<file path="config.mk">
export PLATFORM = sky130hd
export DESIGN_NAME = vis_marker_ctrl
export DESIGN_NICKNAME = d
export VERILOG_FILES = /design/src/rtl/vis_marker_ctrl.sv
export SDC_FILE = /design/constraint.sdc
export NUM_CORES = 1
export LEC_CHECK = 0
export ABC_CLOCK_PERIOD_IN_PS = 3200
export CORE_MARGIN = 1.5
export CORE_UTILIZATION = 50
export DETAILED_ROUTE_END_ITERATION = 7
export HOLD_SLACK_MARGIN = 0.03
export MAX_ROUTING_LAYER = met4
export PLACE_DENSITY = 0.78
export SLEW_MARGIN = 40
export SYNTH_ARGS = -nofsm -noshare
export SYNTH_HDL_FRONTEND = slang
export SYNTH_SLANG_ARGS = --single-unit
</file>
<file path="constraint.sdc">
create_clock -name clk -period 3.2 [get_ports clk]
set_input_delay 0.48 -clock clk [delete_from_list [all_inputs] [get_ports clk]]
set_output_delay 0.48 -clock clk [all_outputs]
set_load 0.01 [all_outputs]
</file>
<file path="src/rtl/vis_marker_ctrl.sv">
// vis_marker_ctrl: frame-synchronous marker selector for the circle overlay.
// Four producers post coordinates into one-deep mailboxes. On each frame
// start a short round-robin scan picks one pending, enabled mailbox and
// latches it onto the overlay outputs. If no fresh coordinate arrives for
// STALE_FRAMES frame starts, the marker is blanked.
//
// Handshake (every source i): a transfer happens at a rising clk edge when
// src_valid[i] & src_ready[i] are both 1. src_ready[i] is 1 exactly when
// mailbox i is empty. It depends only on the mailbox flag, never on
// src_valid. A producer holds its data stable while valid is high and not
// yet accepted. An out-of-range transfer is still accepted, but its data is
// dropped.
module vis_marker_ctrl #(
    parameter int IMG_W        = 1280,
    parameter int IMG_H        = 720,
    parameter int STALE_FRAMES = 8
) (
    input  logic        clk,
    input  logic        rst,
    input  logic        vsync,
    input  logic [3:0]  src_valid,
    input  logic [43:0] src_x,
    input  logic [43:0] src_y,
    output logic [3:0]  src_ready,
    input  logic [3:0]  src_mask,
    output logic [10:0] mark_x,
    output logic [10:0] mark_y,
    output logic        mark_en,
    output logic [1:0]  mark_src,
    output logic        coord_err,
    output logic        dbg_scan_o
);

    localparam logic [11:0] IMG_W_L = 12'(IMG_W);
    localparam logic [11:0] IMG_H_L = 12'(IMG_H);
    localparam logic [7:0]  STALE_L = 8'(STALE_FRAMES);

    typedef enum logic {
        ST_WAIT = 1'b0,
        ST_SCAN = 1'b1
    } state_t;

    state_t           state_q, state_d;
    logic [1:0]       scan_cnt_q, scan_cnt_d;
    logic [1:0]       rr_q, rr_d;
    logic [7:0]       age_q, age_d;
    logic [10:0]      mark_x_q, mark_x_d;
    logic [10:0]      mark_y_q, mark_y_d;
    logic             mark_en_q, mark_en_d;
    logic [1:0]       mark_src_q, mark_src_d;
    logic             vsync_q;
    logic [3:0]       pend_q;
    logic [3:0][10:0] mb_x_q;
    logic [3:0][10:0] mb_y_q;
    logic             coord_err_q;
    logic [3:0]       in_range;
    logic [1:0]       cand;
    logic             fs;
    logic             commit;

    assign fs         = vsync & ~vsync_q;
    assign cand       = rr_q + scan_cnt_q;
    assign src_ready  = ~pend_q;
    assign mark_x     = mark_x_q;
    assign mark_y     = mark_y_q;
    assign mark_en    = mark_en_q;
    assign mark_src   = mark_src_q;
    assign coord_err  = coord_err_q;
    assign dbg_scan_o = (state_q == ST_SCAN);

    // Per-source bounds check on the offered coordinate.
    always_comb begin
        in_range = '0;
        for (int i = 0; i < 4; i++) begin
            in_range[i] = ({1'b0, src_x[11*i +: 11]} < IMG_W_L) &&
                          ({1'b0, src_y[11*i +: 11]} < IMG_H_L);
        end
    end

    // Mailboxes: capture accepted in-range data, clear on commit, flag bad data.
    always_ff @(posedge clk) begin
        if (rst) begin
            pend_q      <= '0;
            mb_x_q      <= '0;
            mb_y_q      <= '0;
            coord_err_q <= 1'b0;
        end else begin
            for (int i = 0; i < 4; i++) begin
                if (src_valid[i] && !pend_q[i]) begin
                    if (in_range[i]) begin
                        pend_q[i] <= 1'b1;
                        mb_x_q[i] <= src_x[11*i +: 11];
                        mb_y_q[i] <= src_y[11*i +: 11];
                    end else begin
                        coord_err_q <= 1'b1;
                    end
                end else if (commit && (cand == 2'(i))) begin
                    pend_q[i] <= 1'b0;
                end
            end
        end
    end

    // Scan FSM next state plus marker, pointer and age updates.
    always_comb begin
        state_d    = state_q;
        scan_cnt_d = scan_cnt_q;
        rr_d       = rr_q;
        age_d      = age_q;
        mark_x_d   = mark_x_q;
        mark_y_d   = mark_y_q;
        mark_en_d  = mark_en_q;
        mark_src_d = mark_src_q;
        commit     = 1'b0;
        case (state_q)
            ST_WAIT: begin
                if (fs) begin
                    state_d    = ST_SCAN;
                    scan_cnt_d = 2'd0;
                end
            end
            ST_SCAN: begin
                if (pend_q[cand] && src_mask[cand]) begin
                    commit     = 1'b1;
                    mark_x_d   = mb_x_q[cand];
                    mark_y_d   = mb_y_q[cand];
                    mark_src_d = cand;
                    mark_en_d  = 1'b1;
                    rr_d       = cand + 2'd1;
                    age_d      = 8'd0;
                    state_d    = ST_WAIT;
                end else if (scan_cnt_q == 2'd3) begin
                    // A vsync edge seen while scanning is deliberately ignored.
                    age_d = (age_q == 8'hFF) ? age_q : age_q + 8'd1;
                    if (age_d >= STALE_L) begin
                        mark_en_d = 1'b0;
                    end
                    state_d = ST_WAIT;
                end else begin
                    scan_cnt_d = scan_cnt_q + 2'd1;
                end
            end
            default: state_d = ST_WAIT;
        endcase
    end

    // State, marker registers and vsync edge detector.
    always_ff @(posedge clk) begin
        if (rst) begin
            state_q    <= ST_WAIT;
            scan_cnt_q <= 2'd0;
            rr_q       <= 2'd0;
            age_q      <= 8'd0;
            mark_x_q   <= 11'd0;
            mark_y_q   <= 11'd0;
            mark_en_q  <= 1'b0;
            mark_src_q <= 2'd0;
            vsync_q    <= 1'b0;
        end else begin
            state_q    <= state_d;
            scan_cnt_q <= scan_cnt_d;
            rr_q       <= rr_d;
            age_q      <= age_d;
            mark_x_q   <= mark_x_d;
            mark_y_q   <= mark_y_d;
            mark_en_q  <= mark_en_d;
            mark_src_q <= mark_src_d;
            vsync_q    <= vsync;
        end
    end

endmodule
</file>
==> reports/results.md, run 1 <==
- type of the worst setup path: reg -> reg
- horizontal extent of the die: 109 um
- highest-count cells in the layout ignoring fill and taps: dfxtp_1 (132), clkdlybuf4s50_1 (128), nor2_1 (96)
- layout cells sized above 1: 11.4%
- routed via count divided by cell count: 5.74
- diode insertion count for antenna repair: 0
- final wirelength: 15.1 mm
- total of warnings raised by yosys: 0
- port buffer count: 129
- crit path capture type: flop
- Antenna Violating Nets Remaining: 0
- pin count of the biggest net entering global routing: 57
- Hold Path Sink: vsync_q
- arrival time at the worst endpoint: 2.91 ns
- setup TNS: 0 ns
- setup bufs post-CTS: 0
- Post-Syn Area: 5610 um^2
- area delta synth->final: 35.9%
- wire length of the first global-routing pass: 23.5 mm
- via count of the first global-routing pass: 4,701
- Pwr per Cell Area: 546 nW/um^2
- number of max-slew violations in the final report: 0
- number of setup violations in the final report: 0
- Async S/R FF share, synth: 0%
- Leak Pwr: 3.48 nW
- maximum net fanout on the critical path: 22
- worst clock skew on the final layout: 0.00626 ns
- VDD IR max: 0.332 mV
- final layout net count: 753
- number of cell instances on the worst register-to-register path: 6
- antenna violations before repair: 0
- overall fraction of global-route tracks in use: 27.4%
- cells traversed along the worst timing path: ha_1 -> and3b_1 -> or2_2 -> o211a_1 -> nor2_8 -> a22o_1
- actual transition at the worst max-transition pin: 0.654 ns
- family of cells with the greatest summed delay on the critical path: simple AND/OR/NAND/NOR gates
- Worst path max stage delay: 0.50 ns
- required time of the critical path: 3.66 ns
- maximum frequency from static timing analysis: 0.409 GHz
- Initial DRT Pass Iterations: 5
- starting DRC count in detailed routing: 242
- Worst-path clk slew: 0.06 ns
- Hold Path Origin: rst
- number of top-level design ports: 130
- reported max-cap violation count: 0
- Switch Pwr: 0.000928 W
- weighted congestion reported at the end of routability-driven placement: 0.895
- Yosys cell types: 48
- number of gates resized after cts: 0
- time the worst path needs with I/O delays and setup: 2.45 ns
- sequential area share after synthesis: 47.1%
- synthesized instance count: 521
- path class of the lowest-slack min-delay path: in -> reg
- initial core utilization: 51.5%
- TritonCTS sink count: 132
- row count: 38
- part of the power in combinational logic: 10.8%
- number of buffers added by the clock tree synthesis step: 17
- RSZ-0062 raised after global routing: no
- Overflow after GRT: 0
- share of the cycle needed by the critical path after routing: 76.5%
- CORE AREA: 10,900 um^2
- slowest cell on the critical path: ha_1
- Placed Area: 7020 um^2
- Critical Path Source Type: flop
- FF+latch count, synth: 132
- CTS tree: built
- Crit path buffers/inverters: 0
- sw frac: 22.3%
- final routed wire length divided by cell count: 18.9 um
- RR Endpoint: mark_y[0]
- Residual DRC: 0
- outcome: complete, no violations
- vertical die dimension: 109 um
- Fin Hold WS: 0.212 ns
- Hold Path Cell Cnt: 2
- startpoint of the lowest-slack register-to-register path: scan_cnt_q[0]
- average cell area after synthesis: 10.8 um^2
- HPWL reported at the end of detailed placement: 10.7 mm
- total die area: 11,900 um^2
- share of total power in sequential cells: 41.3%
- syn nets: 627
- cell area after layout: 7630 um^2
- clock insertion delay at the later pin of the skew report: 0.52 ns
- number of buffers on the longest clock path: 2
- Synth Flop Type: dfxtp_1
- total number of vias: 4,588
- number of enable flip-flop cells after synthesis: 0
- Clock Power Share: 47.9%
- Max transition margin: 56.4%
- cell chosen for the clock root: clkbuf_8
- Internal Pwr Total: 0.00324 W
- Max H-tree Level: 4
- Filler Cells Inserted: 822
- most common cell after layout, fill and taps aside: dfxtp_1
- number of failing hold endpoints at the final stage: 0
- register-to-register setup slack: 0.75 ns
- count of hold buffers inserted by post-cts repair: 0
## power by group through the flow
stage	clock [W]	combinational (W)	sequential, W
2_1_floorplan	0	0.000241	0.00174
3_3_place_gp	0	0.000436	0.00175
3_5_place_dp	0	0.000446	0.00176
4_1_cts	0.00201	0.000450	0.00172
5_1_grt	0.00208	0.000480	0.00173
6_report	0.00199	0.000449	0.00172
## cell families after synthesis
kind of cell	synth area share [%]
compound gates	9.99
xor+xnor	0.557
fa+ha+maj	1.56
buf+inv	3.59
flops	47.1
mux	24.2
simple gates	13.0
## state kept, by name, indices dropped and copies added, names as in the netlist
| name | cells |
|---|---|
| vsync_q | 1 |
| mark_src | 2 |
| mark_en | 1 |
| mark_x | 11 |
| dbg_scan_o | 1 |
| pend_q | 4 |
| mark_y | 11 |
| age_q | 8 |
| mb_x_q | 44 |
| rr_q | 2 |
| mb_y_q | 44 |
| coord_err | 1 |
| scan_cnt_q | 2 |
## synth_stat cells, types with 7 or more instances
master,instances,area [um^2]
a21oi_1,11,55.1
a22o_1,22,193
and3_1,12,75.1
buf_2,11,55.1
clkbuf_1,16,60.1
dfxtp_1,132,2640
ha_1,7,87.6
inv_1,10,37.5
mux2i_1,86,861
mux4_2,22,495
nand2_1,9,33.8
nand3_1,10,50.1
nor2_1,97,364
o21ai_0,8,40.0
## worst max-delay path by stage
stage | from | endpoint | depth (start not counted)
4_1_cts | scan_cnt_q[0] | mark_y[0] | 6
3_5_place_dp | src_x[19] | mb_y_q[19] | 7
5_1_grt | scan_cnt_q[0] | mark_y[0] | 6
6_report | scan_cnt_q[0] | mark_y[0] | 6
3_3_place_gp | src_mask[3] | mark_y[7] | 6
2_1_floorplan | scan_cnt_q[0] | mark_x[0] | 5
## layer usage
metal  vias up  global-route usage (%)  part of all wire, %  wire length [um]
li1       2156                       -                    -                 -
met1      2235                    32.6                   43              6520
met2       177                    45.0                   49              7440
met3        20                    7.23                  6.1               926
met4         0                    9.40                  1.5               229
met5         -                       -                    0                 0
## stage by stage
| stage | total power, W | utilization [%] | worst slack, ns | instances |
|---|---|---|---|---|
| 2_1_floorplan | 0.00198 | - | 0.947 | 521 |
| 3_3_place_gp | 0.00219 | 64.5 | 0.736 | 768 |
| 3_5_place_dp | 0.00220 | 64.5 | 0.654 | 768 |
| 4_1_cts | 0.00418 | 70.1 | 0.762 | 800 |
| 5_1_grt | 0.00429 | 70.1 | 0.658 | 800 |
| 6_report | 0.00416 | 70.1 | 0.753 | 800 |
## cell type report
type,count,area [um^2],area share (%)
flip-flops and latches,132,2640,34.6
clock inverters,10,154,2.02
repair buffers,139,1390,18.2
clock buffers,22,453,5.94
multi-input cells,345,2770,36.3
well taps,140,175,2.30
inverters,12,45.0,0.590
Power figures use the tool's default switching activity.
==> run 2, diff against run 1 <==
--- a/config.mk
+++ b/config.mk
@@ -5,7 +5,7 @@
 export SDC_FILE = /design/constraint.sdc
 export NUM_CORES = 1
 export LEC_CHECK = 0
-export ABC_CLOCK_PERIOD_IN_PS = 3200
+export ABC_CLOCK_PERIOD_IN_PS = 2400
 export CORE_MARGIN = 1.5
 export CORE_UTILIZATION = 50
 export DETAILED_ROUTE_END_ITERATION = 7
==> constraint.sdc (replaced) <==
create_clock -name clk -period 2.4 [get_ports clk]
set_input_delay 0.36 -clock clk [delete_from_list [all_inputs] [get_ports clk]]
set_output_delay 0.36 -clock clk [all_outputs]
set_load 0.01 [all_outputs]
==> run 2 against run 1 <==
Net effect: via count increased by 2.1%; cell area up 0.49%; final cell count up 1.1%; global-route usage is 0.75 points higher; sequential power increased by 33%; critical path depth unchanged; clock skew is 0.0023 ns higher; utilization up 0.34 points; hold slack gained 0.050 ns; die area stayed put; clock power rose by 25%; combinational power up 38%; critical path type unchanged.
==> reports/results.md, run 2 (synthesized netlist as in run 1, its figures left out) <==
- VDD IR max: 0.444 mV
- TritonCTS sink count: 132
- crit path capture type: flop
- Hold Path Origin: rst
- number of top-level design ports: 130
- slowest cell on the critical path: o211a_1
- number of setup violations in the final report: 0
- Initial DRT Pass Iterations: 5
- area delta synth->final: 36.6%
- outcome: complete, no violations
- count of hold buffers inserted by post-cts repair: 0
- port buffer count: 129
- final layout net count: 762
- arrival time at the worst endpoint: 2.72 ns
- final total power: 0.00540 W
- Residual DRC: 0
- time the worst path needs with I/O delays and setup: 2.27 ns
- total die area: 11,900 um^2
- pin count of the biggest net entering global routing: 42
- cells traversed along the worst timing path: ha_1 -> and3_1 -> or2_2 -> o211a_1 -> nor2_8 -> a22o_1
- total number of vias: 4,685
- Internal Pwr Total: 0.00408 W
- setup bufs post-CTS: 0
- worst clock skew on the final layout: 0.00860 ns
- actual transition at the worst max-transition pin: 0.644 ns
- number of buffers on the longest clock path: 2
- final standard cell count with taps included and fillers excluded: 809
- final wirelength: 15.5 mm
- number of cell instances on the worst register-to-register path: 6
- Worst path max stage delay: 0.38 ns
- number of gates resized after cts: 0
- number of failing hold endpoints at the final stage: 0
- share of the cycle needed by the critical path after routing: 94.8%
- number of max-slew violations in the final report: 0
- startpoint of the lowest-slack register-to-register path: scan_cnt_q[0]
- diode insertion count for antenna repair: 0
- register-to-register setup slack: 0.13 ns
- biggest regs: mb_x_q: 44 flops, mb_y_q: 44 flops
- via count of the first global-routing pass: 4,853
- final routed wire length divided by cell count: 19.2 um
- type of the worst setup path: reg -> reg
- Placed Area: 7090 um^2
- reported max-cap violation count: 0
- antenna violations before repair: 0
- sw frac: 24.4%
- maximum frequency from static timing analysis: 0.440 GHz
- layout cells sized above 1: 12.9%
- clock insertion delay at the later pin of the skew report: 0.52 ns
- horizontal extent of the die: 109 um
- cell area after layout: 7670 um^2
- Crit path buffers/inverters: 0
- Pwr per Cell Area: 704 nW/um^2
- path class of the lowest-slack min-delay path: in -> reg
- weighted congestion reported at the end of routability-driven placement: 0.836
- Leak Pwr: 3.49 nW
- share of total power in sequential cells: 42.5%
- maximum net fanout on the critical path: 22
- overall fraction of global-route tracks in use: 28.2%
- setup TNS: 0 ns
- Hold Path Sink: dbg_scan_o
- Critical Path Source Type: flop
- count of placed standard cells including taps: 777
- initial core utilization: 51.5%
- cell chosen for the clock root: clkbuf_8
- starting DRC count in detailed routing: 310
- family of cells with the greatest summed delay on the critical path: simple AND/OR/NAND/NOR gates
- Worst-path clk slew: 0.06 ns
- RSZ-0062 raised after global routing: no
- highest-count cells in the layout ignoring fill and taps: dfxtp_1 (132), clkdlybuf4s50_1 (128), nor2_1 (96)
- Overflow after GRT: 0
- launching instance or port of the critical path: scan_cnt_q[0]
- row count: 38
- CTS tree: built
- vertical die dimension: 109 um
- Max transition margin: 57.0%
- Clock Power Share: 46.0%
- RR Endpoint: mark_y[8]
- part of the power in combinational logic: 11.4%
- number of buffers added by the clock tree synthesis step: 17
- Max H-tree Level: 4
- most common cell after layout, fill and taps aside: dfxtp_1
- wire length of the first global-routing pass: 24.4 mm
- routed via count divided by cell count: 5.79
- Switch Pwr: 0.00132 W
- required time of the critical path: 2.85 ns
- HPWL reported at the end of detailed placement: 10.9 mm
- Hold Path Cell Cnt: 2
- Antenna Violating Nets Remaining: 0
- CORE AREA: 10,900 um^2
==> run 2: cell type report <==
| class | count | area (um^2) |
|---|---|---|
| fill | 800 | 3220 |
| multi-input combinational | 345 | 2780 |
| sequential | 132 | 2640 |
| timing repair buffer | 148 | 1460 |
| clock buffer | 18 | 418 |
| tap | 140 | 175 |
| clock inverter | 14 | 154 |
| inverter | 12 | 45.0 |
==> run 2: through the flow <==
stage                     hold slack, ns  setup WS (ns)  utilization, %
after floorplan                    0.437          0.147               -
after global placement             0.450        0.00719            65.1
after detailed placement           0.458         0.0418            65.2
after CTS                          0.250          0.114            70.4
after global routing               0.265         0.0102            70.4
final                              0.262          0.125            70.4
==> run 2: worst max path at each step <==
stage,endpoint,slack [ns],cells past startpoint
2_1_floorplan,mark_x[0],0.15,5
3_3_place_gp,mark_y[8],0.007,6
3_5_place_dp,mark_y[8],0.04,6
4_1_cts,mark_y[8],0.11,6
5_1_grt,mark_y[8],0.01,6
6_report,mark_y[8],0.13,6
==> run 2: power groups by stage <==
| stage | Combinational, W | Clock [W] | Sequential [W] |
|---|---|---|---|
| floorplan | 0.000321 | 0 | 0.00233 |
| global placement | 0.000599 | 0 | 0.00234 |
| detailed placement | 0.000610 | 0 | 0.00234 |
| CTS | 0.000618 | 0.00250 | 0.00229 |
| global route | 0.000660 | 0.00260 | 0.00230 |
| finish | 0.000618 | 0.00249 | 0.00229 |
==> run 2: per-layer routing <==
metal / part of all wire (%) / global-route usage [%] / wire length [um]
met1: 41 / 33.5 / 6360
met2: 50 / 48.0 / 7810
met3: 6.1 / 5.08 / 938
met4: 2.5 / 9.49 / 385
met5: 0 / - / 0
